===== src/rtl/fetch_pkg.sv =====
// Shared fetch/decode definitions: JAL opcode, fetch state encoding and
// J-type immediate extraction.
package fetch_pkg;

  localparam logic [6:0]  OPC_JAL          = 7'b1101111;
  localparam logic [31:0] DEFAULT_RESET_PC = 32'h0000_0000;

  typedef enum logic {
    ST_RUN   = 1'b0,
    ST_FAULT = 1'b1
  } fetch_state_e;

  // Sign-extended J-type immediate; bit 0 is always zero.
  function automatic logic [31:0] j_imm(input logic [31:0] instr);
    return {{11{instr[31]}}, instr[31], instr[19:12], instr[20], instr[30:21], 1'b0};
  endfunction

endpackage


===== src/rtl/fetch_unit_jal_predecode.sv =====
// Combinational JAL pre-decode: opcode match and jump target for the
// instruction currently returned by the cache.
module jal_predecode
  import fetch_pkg::*;
(
  input  logic [31:0] instr,
  input  logic [31:0] pc,
  output logic        is_jal,
  output logic [31:0] target
);

  assign is_jal = (instr[6:0] == OPC_JAL);
  assign target = pc + j_imm(instr);

endmodule


===== src/rtl/fetch_unit.sv =====
// Instruction-fetch front end: drives the cache address, tracks the one
// in-flight read and hands instructions to decode under valid/ready.
module fetch_unit
  import fetch_pkg::*;
#(
  parameter logic [31:0] RESET_PC    = DEFAULT_RESET_PC,
  parameter bit          JAL_PREDICT = 1'b1
) (
  input  logic        CLK,
  input  logic        RST,
  output logic [31:0] FETCH_PC,
  input  logic [31:0] MEM_INSTR,
  output logic [31:0] IF_INSTR,
  output logic [31:0] IF_PC,
  output logic        IF_VALID,
  output logic        IF_PRED,
  input  logic        ID_READY,
  input  logic        REDIRECT,
  input  logic [31:0] REDIRECT_PC,
  input  logic        HALT_REQ,
  output logic        FETCH_FAULT,
  output logic [31:0] FAULT_PC
);

  fetch_state_e state_q, state_next;

  logic [31:0] pc_q;
  logic        inf_v;
  logic [31:0] inf_pc;
  logic        fault_q;
  logic [31:0] fault_pc_q;

  logic        if_valid;
  logic        hold;
  logic        pred_cond;
  logic        jal_hit;
  logic [31:0] fetch_pc;
  logic        issue_req;
  logic        misaligned;
  logic        do_issue;
  logic        do_fault;
  logic        fault_exit;

  logic        is_jal;
  logic [31:0] jal_target;

  jal_predecode u_predecode (
    .instr  (MEM_INSTR),
    .pc     (inf_pc),
    .is_jal (is_jal),
    .target (jal_target)
  );

  always_ff @(posedge CLK or posedge RST) begin : state_reg
    if (RST) state_q <= ST_RUN;
    else     state_q <= state_next;
  end

  // While halted a redirect only retargets pc_q; a held word keeps being re-read.
  always_comb begin : next_state
    issue_req  = 1'b0;
    state_next = state_q;
    case (state_q)
      ST_RUN:   issue_req = REDIRECT ? !HALT_REQ : (hold | !HALT_REQ);
      ST_FAULT: issue_req = REDIRECT & !HALT_REQ;
      default:  issue_req = 1'b0;
    endcase
    misaligned = (fetch_pc[1:0] != 2'b00);
    do_issue   = issue_req & !misaligned;
    do_fault   = issue_req & misaligned;
    fault_exit = (state_q == ST_FAULT) & REDIRECT & (REDIRECT_PC[1:0] == 2'b00);
    if (do_fault)        state_next = ST_FAULT;
    else if (fault_exit) state_next = ST_RUN;
  end

  always_comb begin : outputs
    if_valid  = inf_v & !REDIRECT & (state_q == ST_RUN);
    hold      = inf_v & !ID_READY & !REDIRECT;
    pred_cond = JAL_PREDICT & if_valid & is_jal;
    jal_hit   = pred_cond & ID_READY;
    if (REDIRECT)     fetch_pc = REDIRECT_PC;
    else if (hold)    fetch_pc = inf_pc;
    else if (jal_hit) fetch_pc = jal_target;
    else              fetch_pc = pc_q;
  end

  always_ff @(posedge CLK or posedge RST) begin : datapath
    if (RST) begin
      pc_q       <= RESET_PC;
      inf_v      <= 1'b0;
      inf_pc     <= 32'h0;
      fault_q    <= 1'b0;
      fault_pc_q <= 32'h0;
    end else begin
      if (do_issue) begin
        inf_v  <= 1'b1;
        inf_pc <= fetch_pc;
        pc_q   <= fetch_pc + 32'd4;
      end else begin
        inf_v <= 1'b0;
        if (REDIRECT) pc_q <= REDIRECT_PC;
      end
      if (do_fault) begin
        fault_q    <= 1'b1;
        fault_pc_q <= fetch_pc;
      end else if (fault_exit) begin
        fault_q <= 1'b0;
      end
    end
  end

  assign FETCH_PC    = fetch_pc;
  assign IF_INSTR    = MEM_INSTR;
  assign IF_PC       = inf_pc;
  assign IF_VALID    = if_valid;
  assign IF_PRED     = pred_cond;
  assign FETCH_FAULT = fault_q;
  assign FAULT_PC    = fault_pc_q;

endmodule


===== config.mk =====
export PLATFORM = sky130hd
export DESIGN_NAME = fetch_unit
export DESIGN_NICKNAME = d
export VERILOG_FILES = /design/src/rtl/fetch_pkg.sv /design/src/rtl/fetch_unit_jal_predecode.sv /design/src/rtl/fetch_unit.sv
export SDC_FILE = /design/constraint.sdc
export NUM_CORES = 1
export LEC_CHECK = 0
export CAP_MARGIN = 20
export CORE_ASPECT_RATIO = 0.9
export CORE_MARGIN = 10
export CORE_UTILIZATION = 50
export DETAILED_ROUTE_END_ITERATION = 16
export GPL_ROUTABILITY_DRIVEN = 0
export PLACE_DENSITY_LB_ADDON = 0.15
export SLEW_MARGIN = 20
export SYNTH_ARGS = -nofsm -noshare
export SYNTH_HDL_FRONTEND = slang
export SYNTH_SLANG_ARGS = --single-unit

===== constraint.sdc =====
create_clock -name CLK -period 4.4 [get_ports CLK]
set_input_delay 0.88 -clock CLK [delete_from_list [all_inputs] [get_ports CLK]]
set_output_delay 0.88 -clock CLK [all_outputs]
set_load 0.005 [all_outputs]

-- After elaboration in Yosys (flattened, before gate mapping)
Cells that the tools add are included.
- logic and storage cells: 39
- output and inout port bits: 131
- input bits: 69
- register bits after elaboration: 98
- multiplexer cells: 10
- reduce and logical (&&, ||, !) cells: 8
- bitwise gates (word level): 13
- equal/unequal tests: 1
- add/sub/neg operators: 2
- operator list (kind ; number):
    32-bit two-way mux ; 5
    32-bit by 3-bit adder with 32-bit output (second input constant) ; 1
    32-bit adder ; 1
    1-bit bitwise AND ; 11
    7-bit == test (second input constant) ; 1
    2-bit nonzero test ; 3
    1-bit logical NOT ; 4
    1-bit two-way mux ; 4
    2-bit logical NOT ; 1
    1-bit case mux with 2 select lines ; 1
    1-bit NOT ; 1
    1-bit OR ; 1

-- Logic depth before layout (Yosys ltp)
- depth in word-level cells: 12
- gate-level depth with buffers: 16
- depth with buffers taken out: 15

-- Cells and area by module
Synthesis repeated with hierarchy kept, for this count alone.
- cell total of the unflattened synthesis: 961
- area total of the unflattened synthesis: 8080.2 µm²
- modules (own cells, without submodules) (module ; times used ; seq. area each (µm²) ; area an instance (µm²) ; cells each):
    fetch_unit ; 1 ; 2452.4 ; 6187.2 ; 681
    jal_predecode ; 1 ; 0.0 ; 1893.1 ; 280

-- Worst setup path before layout
Ideal clock, no wire load.
- kind: input port to output port
- start point: input port MEM_INSTR[21]
- end point: output port FETCH_PC[29]
- data required time: 3.520 ns
- setup slack: 0.386 ns
- arrival: 3.134 ns
- cell stages on the path: 11
- path buffers: 0
- cell sequence: ha_1 -> inv_1 -> fa_1 -> nand2b_1 -> a211oi_2 -> o21a_1 -> o211a_1 -> nor3_1 -> o21ai_0 -> xnor2_1 -> a221oi_2
- cells in the longest elaborated chain, start to end: 4
- RTL lines (what ; RTL line ; source):
    start: declaration ; fetch_unit.sv:12 ; input logic [31:0] MEM_INSTR,
    32-bit adder ; fetch_unit_jal_predecode.sv:13 ; assign target = pc + j_imm(instr);
    32-bit two-way mux ; fetch_unit.sv:83 ; else if (jal_hit) fetch_pc = jal_target;
    32-bit two-way mux ; fetch_unit.sv:82 ; else if (hold) fetch_pc = inf_pc;
    32-bit two-way mux ; fetch_unit.sv:81 ; if (REDIRECT) fetch_pc = REDIRECT_PC;
    end: declaration ; fetch_unit.sv:11 ; output logic [31:0] FETCH_PC,
No other way between the ends.

-- Final worst setup path
- start point: input port MEM_INSTR[21]
- end point: output port FETCH_PC[14]
The elaborated chain is that of the path after synthesis.

==> summary.txt <==
Drt via density: 5.91
Number of standard cells in the final layout excluding fillers: 1,501
Clk network pwr share: 14.5%
Count of distinct cell types in the synthesized netlist: 83
Fill cell total of the finished layout: 1,008
Power density of the placed cells: 435 nW/µm²
Die boundary height: 138 µm
Final hold violations: 0
Logic pwr share: 58.7%
Number of buffer and inverter instances along the worst setup path: 8
Count of buffers from port buffering: 189
Commonest register cell after synthesis: dfrtp_1
Chip width: 151 µm
Portion of synthesized cell area occupied by the leading cell type: 31.8%
End-of-flow core utilization: 79.5%
Number of optimization iterations in the first detailed-route pass: 7
Number of global-route vias before repair: 8,681
Hold WC Path Type: flip-flop to flip-flop
Tot Pwr: 5.16 mW
Remaining max-slew budget at the tightest pin: 52.6%
Clk Latency, worst-skew pair: 360 ps
Fin area: 11,900 µm²
Critical path required time: 3520 ps
Total congestion overflow: 0
Gate count after technology mapping: 963
Arr. time, crit path: 3430 ps
Number of enable flip-flop cells after synthesis: 0
Antenna cell count: 0
Synthesized net count: 1,064
Sequential share of power: 26.8%
Post-synthesis register bit count: 98
Switching power: 2.03 mW
Average instance area after synthesis: 8.00 µm²
Final critical delay including setup and external delays: 4310 ps
Top cells by area, synth: dfrtp_1, nand2_1, o21ai_0
Most used cell, CP: buf_4
Worst hold path depth: 2
Antenna violations before repair: 0
Int Power: 3.13 mW
Critical R2R Launch: IF_PC[1]
Clock-pin slew on the worst setup and hold paths: 60 ps
Proportion of total power due to net switching: 39.3%
Outcome: completed
Layout overhead on the synthesized area: 54.1%
Post-detailed-placement half-perimeter wirelength: 22,000 µm
Maxcap violations: 0
IR drop worst, VDD: 281 µV
Reg-to-reg slack, setup: 480 ps
Setup clock skew after layout: 10.4 ps
Fraction of layout cells with a size suffix above 1: 27.6%
Crit path kind: input pin to output pin
Library cell occupying the most area in the post-synthesis netlist: dfrtp_1
Cell-by-cell listing of the critical path: dlygate4sd2_1 > ha_2 > buf_4 > buf_4 > a211oi_2 > buf_4 > nor3_4 > buf_4 > nor3_4 > mux2i_1 > nand2_1 > buf_4 > inv_1 > clkdlybuf4s50_1
Actual slew at the worst max-slew pin: 711 ps
R2R depth: 16
Critical path endpoint category: output pin
Lkg Pwr: 5.41 nW
Startpoint of the worst setup timing path: MEM_INSTR[21]
H-tree lvl count: 3
Worst hold slack: 482 ps
Row count: 42
Fraction of the yosys area taken by sequential cells: 31.8%
Count of final max-slew check failures: 0
Post-placement cell area: 11,000 µm²
Fin crit share: 97.9%
Unrepaired setup endpoints after global routing: false
Clock root buffer: clkbuf_16
Maximum root-to-sink buffer count: 2
CTS Buf Count: 9
Overall via count from detail_route: 8,878
Synthesized area: 7700 µm²
Final Setup Violations: 0
Yosys synthesis warning count: 0
Count of routing violations after the opening detailed-route iteration: 949
Number of stages on the worst setup path: 14
Tot GR Track Use: 27.7%
First-pass GRT wire length: 46,000 µm
Max stage delay cell, worst path: clkdlybuf4s50_1
Wire per inst: 19.8 µm
Number of nets in the layout: 1,400
Core outline area: 14,900 µm²
Detailed-route DRC error count: 0
Maximum clock rate: 232 MHz
Top-level port count: 200
Worst min-delay path startpoint: FAULT_PC[17]
Kind of cell adding the most delay to the critical path: buffers and inverters
TritonCTS clock tree: built
Effective utilization at floorplan: 51.6%
Total number of clock tree sinks: 98
Area of the die: 20,800 µm²
Detailed Route WL: 29,600 µm
Post-route antenna net violation count: 0
Max incr delay on CP: 490 ps
Peak fanout along the critical path: 5
Total placed cells including tap cells: 1,468
Critical Path Source Type: input pin
Share of synthesized registers carrying an async set or reset: 100%
Pin count of the biggest net entering global routing: 57
## layer usage
layer / track usage, % / wire length (µm)
met3: 6.43 / 2920
met4: 10.1 / 712
met5: 0 / 0
met2: 44.1 / 13800
met1: 36.1 / 12200
## cells by family (layout without fill, tap and decap cells)
kind of cell             Yosys count  count (layout)  share of synthesized area, %
AO/OA/AOI/OAI                    277             277                          23.7
AND/OR/NAND/NOR                  369             369                          23.0
multiplexers                      28              28                          3.82
buffers and inverters            122             462                          8.19
flip-flops                        98              98                          31.8
adder cells (fa/ha/maj)           32              32                          5.29
XOR/XNOR                          37              37                          4.21
## power groups by stage
stage	combinational, mW	sequential [mW]	clock, mW
2_1_floorplan	1.26	1.33	0
6_report	3.03	1.38	0.748
4_1_cts	2.88	1.38	0.754
5_1_grt	3.28	1.41	0.784
3_5_place_dp	2.68	1.36	0
3_3_place_gp	2.63	1.36	0
## sequential cells by signal (all words and copies together) (netlist names)
name / flops
FAULT_PC: 32
pc_q: 32
IF_PC: 32
inf_v: 1
FETCH_FAULT: 1
## through the flow
step	TNS [ps]	worst slack, ps
floorplan	0	386
global placement	-12320	-644
detailed placement	-14160	-663
CTS	0	3.37
global route	0	9.19
finish	0	94.0
## cell type report
| type | count | area (µm²) | share of cell area, % |
|---|---|---|---|
| inverters | 34 | 130 | 1.10 |
| flip-flops and latches | 98 | 2450 | 20.7 |
| multi-input cells | 743 | 5130 | 43.2 |
| repair buffers | 413 | 3650 | 30.8 |
| clock inverters | 4 | 28.8 | 0.242 |
| clock buffers | 11 | 233 | 1.96 |
| well taps | 198 | 248 | 2.09 |
## Yosys cell counts, drive strengths merged (15+ instances only)
cell type and number:
o21ai 94, nor3 22, buf 62, a31oi 15, nand4 16, inv 33, dfrtp 98, ha 31
xnor2 24, nand3 17, mux2i 17, clkbuf 26, nand2 177, nor2 62, a21oi 62
## placed cells by master, fill, tap and decap left out, drive strengths merged, types with 6 or more instances in the layout
cell type	count
xor2	13
nand3	17
a21oi	62
buf	227
ha	31
a211oi	11
o21ai	94
nand2	177
dlygate4sd2	24
o221ai	8
inv	34
nand4	16
clkdlybuf4s50	151
and4	6
nor3	22
clkbuf	11
mux2	11
dfrtp	98
nor2b	6
and2	10
o211ai	10
and3	11
xnor2	24
nor2	62
or3	13
mux2i	17
a22oi	11
dlymetal6s2s	10
nand2b	8
a221oi	6
a31oi	15
a21o	6
## worst register-to-register path: cells and delay by family (launching register included)
kind	cells	cell delay, ps
AND/OR/NAND/NOR	5	1560
AO/OA/AOI/OAI	4	620
adder cells (fa/ha/maj)	2	560
buffers and inverters	4	500
flip-flops	1	400
XOR/XNOR	1	170
## final timing paths
| path | to |
|---|---|
| hold reg to reg | FAULT_PC[17] |
| setup / recovery | FETCH_PC[14] |
| max in group asynchronous | pc_q[12] |
| setup reg to reg | pc_q[25] |
| hold / removal | FAULT_PC[17] |
| min in group asynchronous | IF_PC[29] |
## repair_timing
item	CTS	global route
setup endpoints to repair	36	20
gates resized for setup	94	41
setup buffers	9	9
pin swaps	43	25
hold buffers	0	0
Power figures use the tool's default switching activity.
